`config.mk`:
```
export PLATFORM = sky130hd
export DESIGN_NAME = inst_fetch_unit_flat
export DESIGN_NICKNAME = d
export VERILOG_FILES = /design/src/rtl/inst_fetch_unit_pkg.sv /design/src/rtl/inst_fetch_unit_if.sv /design/src/rtl/inst_fetch_unit_prog_mem.sv /design/src/rtl/inst_fetch_unit.sv /design/src/flat_wrapper.sv
export SDC_FILE = /design/constraint.sdc
export NUM_CORES = 1
export LEC_CHECK = 0
export ABC_AREA = 0
export CORE_MARGIN = 5
export CORE_UTILIZATION = 29
export DETAILED_ROUTE_END_ITERATION = 8
export GPL_ROUTABILITY_DRIVEN = 0
export PLACE_DENSITY_LB_ADDON = 0.2
export SYNTH_ARGS = -nofsm -noshare
export SYNTH_HDL_FRONTEND = slang
export SYNTH_SLANG_ARGS = --single-unit
```
`constraint.sdc`:
```
create_clock -name clk -period 3.5 [get_ports clk]
set_input_delay 0.525 -clock clk [delete_from_list [all_inputs] [get_ports clk]]
set_output_delay 0.525 -clock clk [all_outputs]
set_load 0.02 [all_outputs]
```
`src/rtl/inst_fetch_unit_pkg.sv`:
```
// Shared types and constants for the instruction fetch unit.
// Optional feature macro: LOADER_PARITY_EN (even-parity check on loaded bytes).
package fetch_pkg;

  localparam int N     = 8;
  localparam int DEPTH = 16;
  localparam int AW    = 4;

  localparam logic [N-1:0] HLT_OPCODE = 8'hFF;
  localparam logic [N-1:0] NOP_OPCODE = 8'h00;

  typedef enum logic [1:0] {
    IDLE = 2'd0,
    LOAD = 2'd1,
    RUN  = 2'd2,
    HALT = 2'd3
  } state_e;

  // True when data plus parity bit carry an even number of ones.
  function automatic logic even_parity_ok(input logic [N-1:0] data, input logic par);
    return ~(^{data, par});
  endfunction

endpackage

```
`src/rtl/inst_fetch_unit_if.sv`:
```
// Loader handshake and core fetch bus of the instruction fetch unit.
// Optional feature macro: LOADER_PARITY_EN adds ld_par.
interface inst_fetch_unit_if;
  import fetch_pkg::*;

  logic          ld_valid;
  logic [N-1:0]  ld_data;
  logic          ld_last;
  logic          ld_ready;
`ifdef LOADER_PARITY_EN
  logic          ld_par;
`endif
  logic          fetch_req;
  logic [AW-1:0] fetch_pc;
  logic          fetch_valid;
  logic [N-1:0]  fetch_instr;

  modport master (
    output ld_valid, ld_data, ld_last,
`ifdef LOADER_PARITY_EN
    output ld_par,
`endif
    output fetch_req, fetch_pc,
    input  ld_ready, fetch_valid, fetch_instr
  );

  modport slave (
    input  ld_valid, ld_data, ld_last,
`ifdef LOADER_PARITY_EN
    input  ld_par,
`endif
    input  fetch_req, fetch_pc,
    output ld_ready, fetch_valid, fetch_instr
  );

endinterface

```
`src/rtl/inst_fetch_unit_prog_mem.sv`:
```
// Program memory: DEPTH x N register file, valid bitmap and registered read port.
// Entries never written since the last clear read back as HLT_OPCODE.
module prog_mem
  import fetch_pkg::*;
(
  input  logic          clk,
  input  logic          rst_n,
  input  logic          clear,
  input  logic          we,
  input  logic [AW-1:0] waddr,
  input  logic [N-1:0]  wdata,
  input  logic          re,
  input  logic [AW-1:0] raddr,
  output logic [N-1:0]  rdata
);

  logic [N-1:0]     mem_q [DEPTH];
  logic [DEPTH-1:0] valid_q, valid_d;
  logic [N-1:0]     rdata_q, rdata_d;

  always_comb begin
    // NOTE: every always_comb output gets a default first so no latch is inferred.
    valid_d = valid_q;
    rdata_d = rdata_q;
    if (clear) begin
      valid_d = '0;
    end else if (we) begin
      valid_d[waddr] = 1'b1;
    end
    if (re) begin
      rdata_d = valid_q[raddr] ? mem_q[raddr] : HLT_OPCODE;
    end
  end

  // NOTE: storage has no reset; stale contents are masked by the valid bitmap.
  always_ff @(posedge clk) begin
    if (we) begin
      mem_q[waddr] <= wdata;
    end
  end

  // NOTE: sequential state uses non-blocking assignments only.
  always_ff @(posedge clk or negedge rst_n) begin
    if (!rst_n) begin
      valid_q <= '0;
      rdata_q <= NOP_OPCODE;
    end else begin
      valid_q <= valid_d;
      rdata_q <= rdata_d;
    end
  end

  assign rdata = rdata_q;

endmodule

```
`src/rtl/inst_fetch_unit.sv`:
```
// Program loader and fetch stage: IDLE/LOAD/RUN/HALT control, counters and error flags.
// Optional feature macro: LOADER_PARITY_EN (ld_par input, sticky err_parity output).
module inst_fetch_unit
  import fetch_pkg::*;
(
  input  logic              clk,
  input  logic              rst_n,
  inst_fetch_unit_if.slave  bus,
  input  logic              restart,
  input  logic              clear,
  output logic              running,
  output logic              halt_seen,
  output logic [AW:0]       load_count,
  output logic              err_overflow
`ifdef LOADER_PARITY_EN
  ,
  output logic              err_parity
`endif
);

  state_e      state_q, state_d;
  logic [AW:0] count_q, count_d;
  logic        err_ovf_q, err_ovf_d;
  logic        fetch_valid_q, fetch_valid_d;
  logic        running_q, running_d;
  logic        halt_q, halt_d;
  logic        err_par_q, err_par_d;

  logic        accept;
  logic        par_ok;
  logic        mem_we;
  logic        halting;
  logic        rd_en;
  logic [N-1:0] rd_data;

  assign bus.ld_ready = (state_q == IDLE) || (state_q == LOAD);
  // clear wins over a same-cycle byte: it is dropped, not stored.
  assign accept       = bus.ld_valid && bus.ld_ready && !clear;

`ifdef LOADER_PARITY_EN
  assign par_ok = even_parity_ok(bus.ld_data, bus.ld_par);
`else
  assign par_ok = 1'b1;
`endif

  assign mem_we  = accept && par_ok;
  assign halting = fetch_valid_q && (rd_data == HLT_OPCODE);
  // A request alongside the HLT result would otherwise leak a pulse into HALT.
  assign rd_en   = bus.fetch_req && (state_q == RUN) && !halting && !clear;

  always_comb begin
    state_d   = state_q;
    count_d   = count_q;
    err_ovf_d = err_ovf_q;
    err_par_d = err_par_q;
    if (clear) begin
      state_d   = IDLE;
      count_d   = '0;
      err_ovf_d = 1'b0;
      err_par_d = 1'b0;
    end else begin
      unique case (state_q)
        IDLE, LOAD: begin
          if (accept) begin
            if (mem_we) count_d = count_q + 1'b1;
            else        err_par_d = 1'b1;
            if (bus.ld_last) begin
              state_d = RUN;
            end else if (count_d == (AW+1)'(DEPTH)) begin
              state_d   = RUN;
              err_ovf_d = 1'b1;
            end else begin
              state_d = LOAD;
            end
          end
        end
        RUN:     if (halting) state_d = HALT;
        HALT:    if (restart) state_d = RUN;
        default: state_d = IDLE;
      endcase
    end
    fetch_valid_d = rd_en;
    running_d     = (state_d == RUN);
    halt_d        = (state_d == HALT);
  end

  always_ff @(posedge clk or negedge rst_n) begin
    if (!rst_n) begin
      state_q       <= IDLE;
      count_q       <= '0;
      err_ovf_q     <= 1'b0;
      err_par_q     <= 1'b0;
      fetch_valid_q <= 1'b0;
      running_q     <= 1'b0;
      halt_q        <= 1'b0;
    end else begin
      state_q       <= state_d;
      count_q       <= count_d;
      err_ovf_q     <= err_ovf_d;
      err_par_q     <= err_par_d;
      fetch_valid_q <= fetch_valid_d;
      running_q     <= running_d;
      halt_q        <= halt_d;
    end
  end

  prog_mem u_prog_mem (
    .clk   (clk),
    .rst_n (rst_n),
    .clear (clear),
    .we    (mem_we),
    .waddr (count_q[AW-1:0]),
    .wdata (bus.ld_data),
    .re    (rd_en),
    .raddr (bus.fetch_pc),
    .rdata (rd_data)
  );

  assign bus.fetch_valid = fetch_valid_q;
  assign bus.fetch_instr = rd_data;
  assign running         = running_q;
  assign halt_seen       = halt_q;
  assign load_count      = count_q;
  assign err_overflow    = err_ovf_q;
`ifdef LOADER_PARITY_EN
  assign err_parity      = err_par_q;
`else
  logic unused_err_par;
  assign unused_err_par  = err_par_q;
`endif

endmodule
```
`src/flat_wrapper.sv`:
```
// flat-port wrapper written by rule: the top's interface ports become plain ports
module inst_fetch_unit_flat import fetch_pkg::*;
  (clk, rst_n, restart, clear, running, halt_seen, load_count, err_overflow, bus_ld_valid, bus_ld_data, bus_ld_last, bus_fetch_req, bus_fetch_pc, bus_ld_ready, bus_fetch_valid, bus_fetch_instr);
  inst_fetch_unit_if bus_i ();
  input  logic clk;
  input  logic rst_n;
  input  logic restart;
  input  logic clear;
  output logic running;
  output logic halt_seen;
  output logic [AW:0] load_count;
  output logic err_overflow;
  input wire logic [$bits(bus_i.ld_valid)-1:0] bus_ld_valid;
  input wire logic [$bits(bus_i.ld_data)-1:0] bus_ld_data;
  input wire logic [$bits(bus_i.ld_last)-1:0] bus_ld_last;
  input wire logic [$bits(bus_i.fetch_req)-1:0] bus_fetch_req;
  input wire logic [$bits(bus_i.fetch_pc)-1:0] bus_fetch_pc;
  output wire logic [$bits(bus_i.ld_ready)-1:0] bus_ld_ready;
  output wire logic [$bits(bus_i.fetch_valid)-1:0] bus_fetch_valid;
  output wire logic [$bits(bus_i.fetch_instr)-1:0] bus_fetch_instr;
  assign bus_i.ld_valid = bus_ld_valid;
  assign bus_i.ld_data = bus_ld_data;
  assign bus_i.ld_last = bus_ld_last;
  assign bus_i.fetch_req = bus_fetch_req;
  assign bus_i.fetch_pc = bus_fetch_pc;
  assign bus_ld_ready = bus_i.ld_ready;
  assign bus_fetch_valid = bus_i.fetch_valid;
  assign bus_fetch_instr = bus_i.fetch_instr;
  inst_fetch_unit u_core (.clk(clk), .rst_n(rst_n), .bus(bus_i), .restart(restart), .clear(clear), .running(running), .halt_seen(halt_seen), .load_count(load_count), .err_overflow(err_overflow));
endmodule
```
# Word-level counts from Yosys, hierarchy flattened
# Memories as Yosys holds them, arrays and structs flattened.
# Index checks and enable logic that the tools add are counted.
[op_classes]
n_eq_ne = 8
n_addsub = 1
reduce_logical = 17
n_bitwise = 1
order_cmp = 3
n_mux = 27
[op_table]
columns = ["cell", "n"]
rows = [
  ["$mux W16", 2],
  ["$mux W5", 6],
  ["$or A16 B16 Y16", 1],
  ["$mux W2", 6],
  ["$lt A4 B5 Y1 const B", 2],
  ["$mux W1", 9],
  ["$eq A2 B2 Y1 const B", 4],
  ["$eq A8 B8 Y1 const B", 1],
  ["$mux W8", 1],
  ["$logic_and A1 B1 Y1", 7],
  ["$pmux W2 S3", 1],
  ["$reduce_bool A2 Y1", 3],
  ["$add A5 B1 Y5 const B", 1],
  ["$eq A5 B5 Y1 const B", 1],
  ["$bmux W1 S4", 1],
  ["$demux W1 S4", 1],
  ["$ge A4 B1 Y1 const B", 1],
  ["$reduce_and A4 Y1", 1],
  ["$eq A2 B1 Y1 const B", 1],
  ["$logic_not A1 Y1", 2],
  ["$logic_not A2 Y1", 1],
  ["$ne A2 B2 Y1 const B", 1],
  ["$reduce_and A2 Y1", 1],
  ["$reduce_or A2 Y1", 1],
  ["$logic_or A1 B1 Y1", 1],
]
[totals]
register_bits = 35
ram_bits = 128
out_inout_bits = 18
memories = 1
wordCells = 66
in_bits = 19
[memory_table]
columns = ["name", "words", "width", "read_ports", "rd_clocked_by_memory_dff", "wr", "line", "rtl"]
rows = [
  ["u_core.u_prog_mem.mem_q", 16, 8, 1, 0, 1, "inst_fetch_unit_prog_mem.sv:17", "logic [N-1:0] mem_q [DEPTH];"],
]

# Longest topological paths before layout
[logic_depth]
depth_word = 14
depth_mapped = 7
mapped_depth_nobuf = 6

# Hierarchy
# A second synthesis with hierarchy kept.
[unflattened]
cells_unflattened = 359
hier_area_um2 = 6518.8
[modules_own_cells]
columns = ["mod", "cells_per_inst", "seq_area_each_um2", "area_each_um2", "n_inst"]
rows = [
  ["prog_mem", 300, 4444.3, 5947.0, 1],
  ["inst_fetch_unit", 59, 275.3, 571.8, 1],
]

# Least setup slack after synthesis
# OpenSTA, ideal clock, no wires.
[synth_timing]
path_type = "input port to flip-flop"
start = "in bus_ld_valid"
end = "mem u_core.u_prog_mem.mem_q[0][0], enable pin"
path_stages = 5
slack_ps = 1278
arrival_ps = 1836
path_buffers = 1
t_required_ps = 3114
path_cell_list = "nor2b_1 -> clkbuf_1 -> and2_1 -> nand2_1 -> nor3_1"
[synth_between]
elab_chain_len = 4
[synth_lines]
columns = ["item", "line", "rtl"]
rows = [
  ["start, declared", "flat_wrapper.sv:13", "input wire logic [$bits(bus_i.ld_valid)-1:0] bus_ld_valid;"],
  ["$logic_and A1 B1 Y1 (2 in a row)", "inst_fetch_unit.sv:38", "assign accept = bus.ld_valid && bus.ld_ready && !clear;"],
  ["$mux W1", "inst_fetch_unit_prog_mem.sv:37", "if (we) begin"],
  ["$mux W1 (implied by the code)", "inst_fetch_unit_prog_mem.sv:38", "mem_q[waddr] <= wdata;"],
  ["end, declared", "inst_fetch_unit_prog_mem.sv:17", ""],
]
# Every way passes these cells.

# Final worst setup path
[layout_timing]
start = "in bus_fetch_pc[3]"
end = "reg u_core.u_prog_mem.rdata_q[4], in the netlist u_core.u_prog_mem.rdata[4]"
[layout_between]
elab_chain_len = 3
[layout_lines]
columns = ["item", "line", "rtl"]
rows = [
  ["start, declared", "flat_wrapper.sv:17", "input wire logic [$bits(bus_i.fetch_pc)-1:0] bus_fetch_pc;"],
  ["$bmux W1 S4", "inst_fetch_unit_prog_mem.sv:31", "rdata_d = valid_q[raddr] ? mem_q[raddr] : HLT_OPCODE;"],
  ["$mux W1 (implied by the code)", "inst_fetch_unit_prog_mem.sv:31", ""],
  ["$mux W8 *", "inst_fetch_unit_prog_mem.sv:31", ""],
  ["end signal, assigned", "inst_fetch_unit_prog_mem.sv:49", "rdata_q <= rdata_d;"],
  ["end, declared", "inst_fetch_unit_prog_mem.sv:19", "logic [N-1:0] rdata_q, rdata_d;"],
]
# Mark *: on every way between the ends. The rest lies on a longest branch, timed or not. The select of a mux whose other input is x is not followed.
# A chain may end at the register's enable or synchronous reset.

==> impl_results.md <==
- RSZ-0062 raised after global routing: no
- Max-slew violation count: 0
- Layout area overhead: 20.7%
- Clock Tree Root: clkbuf_16
- Most common cell after layout, fill and taps aside: edfxtp_1
- Critical path capture point type: register
- Vias: 3242
- Fin crit share: 66.9%
- Switching share of total power: 22.2%
- Max Cap Violations: 0
- Crit path DAT: 2.69 ns
- Fill cells: 2043
- GRT Util Overall: 11.9%
- Remaining DRCs: 0
- Post-DP HPWL: 9960 um
- Avg WL per Cell: 21.3 um
- Sequential Power Share: 51.9%
- Kind of critical path: in2reg
- Initial core utilization: 29.6%
- Final instance area: 7810 um^2
- Post-route setup TNS: 0 ns
- P_leak: 2.84 nW
- Peak VDD IR: 0.000245 V
- I/O Buffers: 36
- Worst Clk Skew: 0.00876 ns
- Post-CTS Repair Setup Buffers: 0
- Iteration-0 DRC Markers: 242
- Fin. Hold Viols: 0
- First-pass GRT wire length: 22400 um
- Worst path required time: 3.85 ns
- Avg Cell Area, Syn: 19.6 um^2
- Unique masters post-synth: 38
- Post-Synthesis Cells: 330
- Min-Delay Path Class: in2async
- CTS tree: yes
- Relative slew margins: 37.6%
- Period minus WS final: 2.34 ns
- Diode count: 0
- Syn Nets: 353
- Nets: 414
- Logic pwr share: 7.5%
- Detailed Route WL: 14600 um
- First-pass iteration count of the detailed router: 4
- Post-CTS sizing: 0
- Sequential fraction of the synthesis area: 72.9%
- Crit-path max FO: 11
- Die area: 25400 um^2
- Die H: 159 um
- Hold buffers post-CTS: 0
- Vias in the first global route: 3434
- Largest net degree at the start of global routing: 36
- H-tree Lvls: 4
- Initial antenna violation count: 0
- Netlist Area Pre-Place: 6470 um^2
- Synthesis-stage register bit count: 163
- EDFF count, synth: 128
- Main synth FF type: edfxtp_1
- Clock Power Share: 40.6%
- CTS Buffer Depth: 2
- Worst Setup Start Kind: input port
- Placed cell areas: 7270 um^2
- Internal power: 3.25 mW
- Yosys warns: 0
- Reg2reg end: u_core.u_prog_mem.mem_q[15][4]
- Reg-to-reg setup timing slack: 1.42 ns
- Via-to-Cell Ratio: 4.74
- Most frequent cells in the layout: 128 x edfxtp_1, 35 x mux4_2, 35 x dfrtp_1
- Worst-path clk slew: 0.06 ns
- Ports: 37
- Worst r2r path cells: 4
- Synth async-reset ratio: 21.5%
- Status: finished, final reports clean
- Pwr Total: 4.18 mW
- Chip width: 159 um
- Clock sinks: 163
- Overflow left after global routing: 0
- Share of cells above drive strength 1: 22.5%
- NetSw: 0.927 mW
- Clk_lat worst skew: 0.42 ns
- Routed Antenna Nets: 0
- Core Region: 21900 um^2
- Setup Viol. Count Final: 0
- Power per Cell Area: 535 nW/um^2
- Slew @ Worst Pin: 0.933 ns
- Reg-to-reg startpoint: u_core.state_q[1]
- Num rows: 54
- Fmax: 427 MHz
- CTS Buf Count: 17
## state kept, by name, summed over array words and instances (netlist names)
name,count
u_core.err_overflow,1
u_core.load_count,5
u_core.state_q,2
u_core.halt_seen,1
u_core.u_prog_mem.rdata,8
u_core.bus.fetch_valid,1
u_core.u_prog_mem.mem_q,128
u_core.u_prog_mem.valid_q,16
u_core.running,1
## cell type report
type / instances / area (um^2) / share of cell area [%]
Clock buffer: 19 / 433 / 5.54
Clock inverter: 13 / 114 / 1.46
Inverter: 6 / 22.5 / 0.288
Multi-Input combinational cell: 146 / 1650 / 21.1
Sequential cell: 163 / 4720 / 60.4
Tap cell: 280 / 350 / 4.48
Timing Repair Buffer: 57 / 528 / 6.76
## worst max-delay path by stage
stage                                from                              to  cells past startpoint
after floorplan              bus_ld_valid   u_core.u_prog_mem.mem_q[0][0]                      5
after global placement       bus_ld_valid  u_core.u_prog_mem.mem_q[15][1]                      5
after detailed placement     bus_ld_valid  u_core.u_prog_mem.mem_q[15][1]                      5
after CTS                    bus_ld_valid  u_core.u_prog_mem.mem_q[15][5]                      5
after global routing         bus_ld_valid  u_core.u_prog_mem.mem_q[15][6]                      5
final                     bus_fetch_pc[3]      u_core.u_prog_mem.rdata[4]                      6
## worst max-delay path, stage by stage
cell and delay [ns]:
clkdlybuf4s50_1 0.90, mux4_2 0.58, nand3_1 0.09, nand2_1 0.11
o21ai_2 0.28, o22a_1 0.20
## power by group through the flow
stage | Clock, mW | Combinational (mW) | Sequential [mW]
6_report | 1.70 | 0.312 | 2.17
5_1_grt | 1.82 | 0.337 | 2.17
4_1_cts | 1.74 | 0.321 | 2.17
3_5_place_dp | 0 | 0.319 | 2.21
3_3_place_gp | 0 | 0.315 | 2.21
2_1_floorplan | 0 | 0.138 | 2.22
## cells in the mapped netlist, types with 3 or more instances
cell / n / area (um^2)
nor3_1: 4 / 20.0
clkbuf_1: 6 / 22.5
ha_1: 4 / 50.1
buf_2: 4 / 20.0
nor2_1: 24 / 90.1
nand2b_1: 3 / 18.8
inv_1: 5 / 18.8
o22a_1: 6 / 52.6
mux4_2: 35 / 788
edfxtp_1: 128 / 3840
dfrtp_1: 35 / 876
a21o_1: 19 / 143
a21oi_1: 5 / 25.0
mux2i_1: 5 / 50.1
nand2_1: 10 / 37.5
mux4_1: 7 / 184
## per-layer routing
metal	vias up	track usage, %	routed length, um
met3	17	2.59	602
met5	-	0	0
met1	1711	16.5	6820
li1	1455	-	-
met4	0	4.69	257
met2	59	18.5	6880
## metrics by stage
step / cells / setup WS [ns] / hold WS, ns / utilization (%)
floorplan: 330 / 1.28 / 0.229 / -
global placement: 652 / 0.687 / 0.455 / 33.2
detailed placement: 652 / 0.648 / 0.461 / 33.2
CTS: 684 / 1.08 / 0.221 / 35.7
global route: 684 / 0.998 / 0.272 / 35.7
finish: 684 / 1.16 / 0.193 / 35.7
## logic make-up after synthesis
kind of cell               Yosys count  share of synthesized area (%)
DFF                                163                           72.9
and+or+nand+nor                     53                           4.04
muxes                               47                           15.8
AOI/OAI and AO/OA                   39                           4.43
buffers and inverters               21                           1.64
adders and majority gates            4                          0.773
xor gates and xnor gates             3                          0.406
Note: power is estimated with default switching activity, not from simulation.
